`src/rtl/arb_pkg.sv`:
```
// Shared types and constants for the 4-way request arbiter.
// Holds the FSM state encoding and the requester count/index width.
package arb_pkg;

    localparam int NUM_REQ = 4;
    localparam int ID_W    = 2;

    typedef enum logic [1:0] {
        IDLE = 2'd0,
        BUSY = 2'd1,
        GAP  = 2'd2
    } state_t;

endpackage

```
`src/rtl/arb_pick.sv`:
```
// Combinational winner selection: lowest-index-first priority encoding,
// rotated to start at ptr when mode=1 (round-robin), unrotated when mode=0.
module arb_pick
    import arb_pkg::*;
(
    input  logic [NUM_REQ-1:0] req,
    input  logic [ID_W-1:0]    ptr,
    input  logic               mode,
    output logic [NUM_REQ-1:0] onehot,
    output logic [ID_W-1:0]    id
);

    logic [ID_W-1:0]      w_base;
    logic [2*NUM_REQ-1:0] w_dbl;
    logic [NUM_REQ-1:0]   w_rot;
    logic [ID_W-1:0]      w_off;

    // NOTE: combinational blocks use blocking '=' so later statements see the
    // value just computed; every output gets a default first, so no latch.
    always_comb begin
        w_base = mode ? ptr : '0;
        w_dbl  = {req, req} >> w_base;
        w_rot  = w_dbl[NUM_REQ-1:0];
        w_off  = '0;
        // Scan downward so the lowest set bit is the last one written.
        for (int i = NUM_REQ - 1; i >= 0; i--) begin
            if (w_rot[i]) begin
                w_off = ID_W'(i);
            end
        end
        id     = w_base + w_off;
        onehot = (|req) ? (NUM_REQ'(1) << id) : '0;
    end

endmodule

```
`src/rtl/req_arbiter4.sv`:
```
// Sequential 4-way arbiter with fixed/round-robin priority, grant hold until
// done, owner drop or hold-time limit, and a one-cycle GAP after each release.
module req_arbiter4
    import arb_pkg::*;
#(
    parameter int MAX_HOLD = 16
) (
    input  logic               clk,
    input  logic               rst,
    input  logic [NUM_REQ-1:0] req,
    input  logic               done,
    input  logic               mode,
    output logic [NUM_REQ-1:0] gnt,
    output logic [ID_W-1:0]    gnt_id,
    output logic               gnt_valid,
    output logic               timeout
);

    localparam int CNT_W = (MAX_HOLD > 0) ? $clog2(MAX_HOLD + 1) : 1;
    localparam logic [CNT_W-1:0] HOLD_LAST = CNT_W'((MAX_HOLD > 0) ? MAX_HOLD - 1 : 0);

    state_t             r_state;
    logic [ID_W-1:0]    r_ptr;
    logic [CNT_W-1:0]   r_cnt;
    logic [NUM_REQ-1:0] r_gnt;
    logic [ID_W-1:0]    r_id;
    logic               r_valid;
    logic               r_timeout;

    state_t             w_state_nx;
    logic [ID_W-1:0]    w_ptr_nx;
    logic [CNT_W-1:0]   w_cnt_nx;
    logic [NUM_REQ-1:0] w_gnt_nx;
    logic [ID_W-1:0]    w_id_nx;
    logic               w_valid_nx;
    logic               w_timeout_nx;
    logic               w_release;
    logic               w_hold_hit;
    logic [NUM_REQ-1:0] w_pick_onehot;
    logic [ID_W-1:0]    w_pick_id;

    arb_pick u_pick (
        .req    (req),
        .ptr    (r_ptr),
        .mode   (mode),
        .onehot (w_pick_onehot),
        .id     (w_pick_id)
    );

    assign w_hold_hit = (MAX_HOLD != 0) && (r_cnt == HOLD_LAST);

    always_comb begin
        w_state_nx   = r_state;
        w_ptr_nx     = r_ptr;
        w_cnt_nx     = r_cnt;
        w_gnt_nx     = r_gnt;
        w_id_nx      = r_id;
        w_valid_nx   = r_valid;
        w_timeout_nx = 1'b0;
        w_release    = 1'b0;
        unique case (r_state)
            IDLE: begin
                if (|req) begin
                    w_gnt_nx   = w_pick_onehot;
                    w_id_nx    = w_pick_id;
                    w_valid_nx = 1'b1;
                    w_cnt_nx   = '0;
                    w_state_nx = BUSY;
                end
            end
            BUSY: begin
                // done or owner drop take precedence, so timeout stays low then.
                if (done || !req[r_id]) begin
                    w_release = 1'b1;
                end else if (w_hold_hit) begin
                    w_release    = 1'b1;
                    w_timeout_nx = 1'b1;
                end else if (r_cnt != '1) begin
                    w_cnt_nx = r_cnt + 1'b1;
                end
            end
            GAP:     w_state_nx = IDLE;
            default: w_state_nx = IDLE;
        endcase
        if (w_release) begin
            w_gnt_nx   = '0;
            w_id_nx    = '0;
            w_valid_nx = 1'b0;
            w_ptr_nx   = r_id + 1'b1;
            w_state_nx = GAP;
        end
    end

    // NOTE: state uses non-blocking '<=' so every register samples pre-edge
    // values; reset is synchronous and covers all state, including the counter.
    always_ff @(posedge clk) begin
        if (rst) begin
            r_state   <= IDLE;
            r_ptr     <= '0;
            r_cnt     <= '0;
            r_gnt     <= '0;
            r_id      <= '0;
            r_valid   <= 1'b0;
            r_timeout <= 1'b0;
        end else begin
            r_state   <= w_state_nx;
            r_ptr     <= w_ptr_nx;
            r_cnt     <= w_cnt_nx;
            r_gnt     <= w_gnt_nx;
            r_id      <= w_id_nx;
            r_valid   <= w_valid_nx;
            r_timeout <= w_timeout_nx;
        end
    end

    assign gnt       = r_gnt;
    assign gnt_id    = r_id;
    assign gnt_valid = r_valid;
    assign timeout   = r_timeout;

endmodule

```
`config.mk`:
```
export PLATFORM = sky130hd
export DESIGN_NAME = req_arbiter4
export DESIGN_NICKNAME = d
export VERILOG_FILES = /design/src/rtl/arb_pkg.sv /design/src/rtl/arb_pick.sv /design/src/rtl/req_arbiter4.sv
export SDC_FILE = /design/constraint.sdc
export NUM_CORES = 1
export LEC_CHECK = 0
export CAP_MARGIN = 15
export CORE_ASPECT_RATIO = 1.1
export CORE_MARGIN = 2
export CORE_UTILIZATION = 30
export CTS_BUF_LIST = sky130_fd_sc_hd__clkbuf_16
export CTS_CLUSTER_SIZE = 8
export DETAILED_ROUTE_END_ITERATION = 6
export PLACE_DENSITY_LB_ADDON = 0.08
export SLEW_MARGIN = 5
export SYNTH_ARGS = -nofsm -noshare
export SYNTH_HDL_FRONTEND = slang
export SYNTH_HIERARCHICAL = 1
export SYNTH_SLANG_ARGS = --single-unit
```
`constraint.sdc`:
```
create_clock -name clk -period 2.3 [get_ports clk]
set_clock_uncertainty 0.05 [all_clocks]
set_input_delay 0.46 -clock clk [delete_from_list [all_inputs] [get_ports clk]]
set_output_delay 0.46 -clock clk [all_outputs]
set_load 0.1 [all_outputs]
```
Word level (Yosys, flattened, before mapping). Index checks and enable logic that the tools add are counted.

Shift operators: 2. Equal/unequal tests: 9. Divide/modulo/power cells: 0. Bitwise gates (word level): 1. Multiply operators: 0. Multiplexer cells: 18. Reductions and logical operators: 11. Order comparisons: 1. $add $sub $neg: 3.

Operators by type and width (number): 5-bit two-way mux (4); 2-bit two-way mux (7); 2-bit inequality test, second input constant (5); 5-bit one-hot mux with 2 select lines (1); 8-bit by 2-bit right shift with 4-bit output (1); 2-bit AND reduction (3); 5-bit by 1-bit adder with 5-bit output, second input constant (1); 5-bit by 4-bit equality test with 1-bit output, second input constant (1); 5-bit inequality test, second input constant (1); 5-bit AND reduction (1); 1-bit two-way mux (4); 2-bit one-hot mux with 2 select lines (1); 4-bit OR reduction (1); 1-bit by 2-bit << shifter with 4-bit output, first input constant (1); 2-bit by 3-bit less-than comparator with 1-bit output, second input constant (1); 3-bit inequality test, second input constant (1); 3-bit OR reduction (1); 2-bit by 1-bit adder with 2-bit output, second input constant (1); 2-bit adder (1); 1-bit binary-select mux with 2-bit select (1); 2-bit by 1-bit equality test with 1-bit output, second input constant (1); 2-bit zero test (1); 2-bit nonzero test (1); 2-bit OR reduction (1); 3 further kinds (3).

Latch bits: 0. Output and inout bits: 8. RAM bits: 0. Input bits: 8. Word-level logic and storage cells: 53. Memories kept: 0. Register bits: 17. ROM bits: 0.

Depth between registers and ports, before layout.
Word-level depth: 8. Depth in mapped cells: 10. Mapped depth without buffers: 10.

By module. The synthesis kept the hierarchy.

Modules (own cells, without submodules): req_arbiter4 (cells each 86, seq. area each 340.3 sq um, instances 1, area each 842.1 sq um); arb_pick (cells each 37, seq. area each 0.0 sq um, instances 1, area each 282.8 sq um).

Worst setup path after synthesis. No wires, ideal clock.

Kind: register to register. Start: register r_id[0], in the netlist gnt_id[0]. End: register r_cnt[0]. Arrival time: 2219 ps. Cell stages (with the launch flop): 5. Setup time: 123 ps. Setup slack: -92 ps. Period minus slack after synthesis: 2392 ps. Buffers on the path: 0. Required time: 2127 ps. Cell sequence: dfxtp_1 or3b_4 o221a_4 nor2_4 mux2_1.

Cells in the longest elaborated chain, start to end: 6.

RTL lines: from (decl) (RTL line req_arbiter4.sv:26) `logic [ID_W-1:0] r_id;`; from (signal assigned) (RTL line req_arbiter4.sv:110) `r_id <= w_id_nx;`; 1-bit binary-select mux with 2-bit select (RTL line req_arbiter4.sv:73) `if (done || !req[r_id]) begin`; 1-bit two-way mux (not written as such) (RTL line req_arbiter4.sv:73); 1-bit zero test (RTL line req_arbiter4.sv:73); 1-bit logical OR (RTL line req_arbiter4.sv:73); 2-bit inequality test (no source line); 5-bit AND reduction (no source line); to (signal assigned) (RTL line req_arbiter4.sv:108) `r_cnt <= w_cnt_nx;`; to (decl) (RTL line req_arbiter4.sv:24) `logic [CNT_W-1:0] r_cnt;`.

Every way passes these cells. The select of a mux whose other input is x is not followed. A chain may end at the register's enable or synchronous reset.

Final worst setup path.
Start: register r_cnt[0]. End: register r_cnt[0].

Elaborated cells on any way between the ends: 10. Classes of those cells: 1 x add/sub; 4 x eq/ne; 4 x mux; 1 x reduce/logical.

RTL lines: 5-bit by 4-bit equality test with 1-bit output (RTL line req_arbiter4.sv:50) `assign w_hold_hit = (MAX_HOLD != 0) && (r_cnt == HOLD_LAST);`; net w_hold_hit (RTL line req_arbiter4.sv:38) `logic w_hold_hit;`; 2-bit inequality test (no source line); 5-bit AND reduction (no source line).

The timed path passes the listed nets, and every way through them passes these cells. The select of a mux whose other input is x is not followed.

==> impl_results.md <==
* Final Total Pwr at roughly 1.4 mW
* Vias in the first global route at approximately 1000
* Sequential share of power at a little over a quarter
* CTS Buf Count at 3
* Fill cells at around 400
* Ant diodes at 0
* Fraction of layout instances using a drive strength above 1 at roughly two fifths
* Root Driver: clkbuf_16
* Global route overflow at 0
* Synthesis-to-layout area growth at 45.8%
* Hold_buf cts at 0
* Final setup TNS at 0 ps
* Global routing's busiest layer: met2
* Mapped Cells at 123
* Vias at approximately 1100
* Final setup margin at roughly 89 ps
* Final setup violation count at 0
* DP Wirelength at 2060 um
* WHS Endpoint: gnt_valid
* Dpl ws at -233 ps
* Residual DRC at 0
* Commonest non-fill, non-tap cells in the layout: buf_4, dfxtp_1, nor2_1
* Achievable Freq at 452 MHz
* GP Congestion at 0.775
* R2r endpoint: r_cnt[0]
* Int Pwr at 837 uW
* GR Util met2 at ~23%
* Req. time, crit path at approximately 2400 ps
* Min cycle time layout at 2210 ps
* Die height at 68.2 um
* GRT Total Usage at 13.1%
* Syn Nets at 135
* Startpoint of the worst hold path: gnt_valid
* Sequential share of the synthesized area at a little under a third
* Number of cells on the worst hold path at 2
* Routed Antenna Nets at 0
* Final Hold Fails at 0
* Slew headroom at between 60 and 70%
* First-pass GRT wire length at about 4400 um
* # H-tree levels at 1
* Initial Util at 31.0%
* Clock power frac at 25.5%
* Die Area at between 4000 and 5000 um^2
* WP data arrival at between 2000 and 2500 ps
* Layout Nets at 180
* Crit. End Element: register
* Sink Count at 17
* Sw Ratio at a little under two fifths
* DR WL/cell at between 10 and 15 um
* Core Box Area at between 3000 and 4000 um^2
* Asr flop ratio synth at 0%
* M3 GR Usage at under 10%
* Port Buf Inserts at 15
* Kind of critical path: reg2reg
* Status: completed
* Largest net degree at the start of global routing at 13
* CP Max Fanout at 4
* CTS tree: built
* Combinational Power Share at a little under half
* Post-synth design cell area at 1120 um^2
* Max-cap violations at 0
* Leakage Power at slightly above 0.7 nW
* Seq cells post-synth at 17
* Final period utilization at a little over nine tenths
* RR Startpoint: r_cnt[0]
* Number of synthesized flops with an enable pin at 0
* Number of library cell types mapped by synthesis at between 40 and 50
* DIE WIDTH at just over 60 um
* RSZ-0062 raised after global routing: no
* Worst-path clk slew at approximately 50 ps
* Most used flip-flop cell after synthesis: dfxtp_1
* Synthesis Warnings at 6
* Max VDD drop at around 0.00033 V
* Initial antenna violation count at 0
* Flop2flop setup slack at a little under 90 ps
* Worst min path class: reg2reg
* Drt via density at just under 5
* Postcts setup bufs at 0
* Net Switching at between 500 and 600 uW
* Clk buf depth at 2
* Worst-margin pin slew at ~540 ps
* Fin. max-slew vios at 0
* Routing usage on met1 at between 10% and 20%
* # IOs at 16
* Worst skew pair latency at roughly 250 ps
* Post-Syn Area per Cell at just over 9 um^2
* Startpoint Class: register
* Worst Reg-to-Reg Cells at 7
* DRT iter0 DRCs at 79
* DR pass1 iterations at 4
* DRT Wirelength at about 2600 um
* Most common cell after layout, fill and taps aside: buf_4
* Row count at 23
* Pwr Density at 825 nW/um^2
[cell usage after synthesis (all sizes together) (2+ instances only)]
cell type	instances	area [um^2]
mux2i	8	80.1
nand2b	4	25.0
o211ai	3	22.5
ha	4	50.1
or2	2	12.5
nand3	4	20.0
dfxtp	17	340
nor2b	4	25.0
inv	3	11.3
o221a	2	40.0
mux2	2	26.3
nor3	7	45.0
a21oi	6	30.0
and3	3	20.0
nand2	4	17.5
a211o	2	18.8
nor4	2	12.5
nor2	18	95.1
a31oi	2	12.5
a211oi	4	35.0
o21ai	2	10.0
o221ai	2	23.8
[how the worst max path moves through the flow]
stage | start | to | slack, ps
CTS | req[2] | gnt[0] | 10
global placement | req[2] | gnt[0] | -210
detailed placement | req[2] | gnt[0] | -230
finish | r_cnt[0] | r_cnt[0] | 90
floorplan | r_cnt[0] | r_cnt[0] | 90
global route | r_cnt[0] | r_cnt[0] | 5
[logic make-up after synthesis]
logic type	count (synthesis)	synth area share (%)
xor+xnor	1	0.779
flops	17	30.3
mux	10	9.45
buf+inv	5	2.34
simple gates	54	28.9
compound gates	32	23.8
fa+ha+maj	4	4.45
[stage by stage]
| stage | utilization [%] | cells | cell area (um^2) | hold slack (ps) |
|---|---|---|---|---|
| floorplan | - | 123 | 1130 | 417 |
| global placement | 42.3 | 213 | 1530 | 402 |
| detailed placement | 42.3 | 213 | 1530 | 405 |
| CTS | 44.4 | 217 | 1610 | 418 |
| global route | 45.2 | 217 | 1640 | 458 |
| finish | 45.2 | 217 | 1640 | 413 |
[worst max-delay path: stages (launching register included)]
cell and delay (ps):
dfxtp_1 310, ha_1 220, and3_4 190, ha_2 170, or3b_4 410, o221a_4 300
nor2_4 110, mux2_1 320
[power by group through the flow]
| stage | Clock [mW] | Combinational [mW] | Sequential [mW] |
|---|---|---|---|
| detailed placement | 0 | 0.633 | 0.375 |
| CTS | 0.356 | 0.635 | 0.370 |
| finish | 0.346 | 0.640 | 0.369 |
| global route | 0.367 | 0.686 | 0.376 |
| floorplan | 0 | 0.276 | 0.512 |
| global placement | 0 | 0.630 | 0.375 |
[cell type report]
class / count / area [um^2] / share of cell area [%]
clock buffer: 3 / 75.1 / 4.58
clock inverter: 1 / 3.75 / 0.229
inverter: 3 / 11.3 / 0.687
multi-input combinational: 101 / 779 / 47.5
sequential: 17 / 343 / 20.9
tap: 50 / 62.6 / 3.81
timing repair buffer: 42 / 365 / 22.3
[routing by layer]
layer	vias up	part of all wire [%]
met2	17	50
met5	-	0
li1	553	-
met3	2	3.1
met1	493	46
met4	0	0.77
[repair_timing]
action | 4_1_cts | 5_1_grt
resized for setup | 0 | 11
hold endpoints to repair | 0 | 0
setup endpoints to repair | 0 | 11
[state kept, by name (all words and copies together), names as in the netlist]
register and count:
gnt 4, gnt_id 2, gnt_valid 1, r_cnt 5, r_state 2, r_ptr 2
timeout 1
Note: power is estimated with default switching activity, not from simulation.
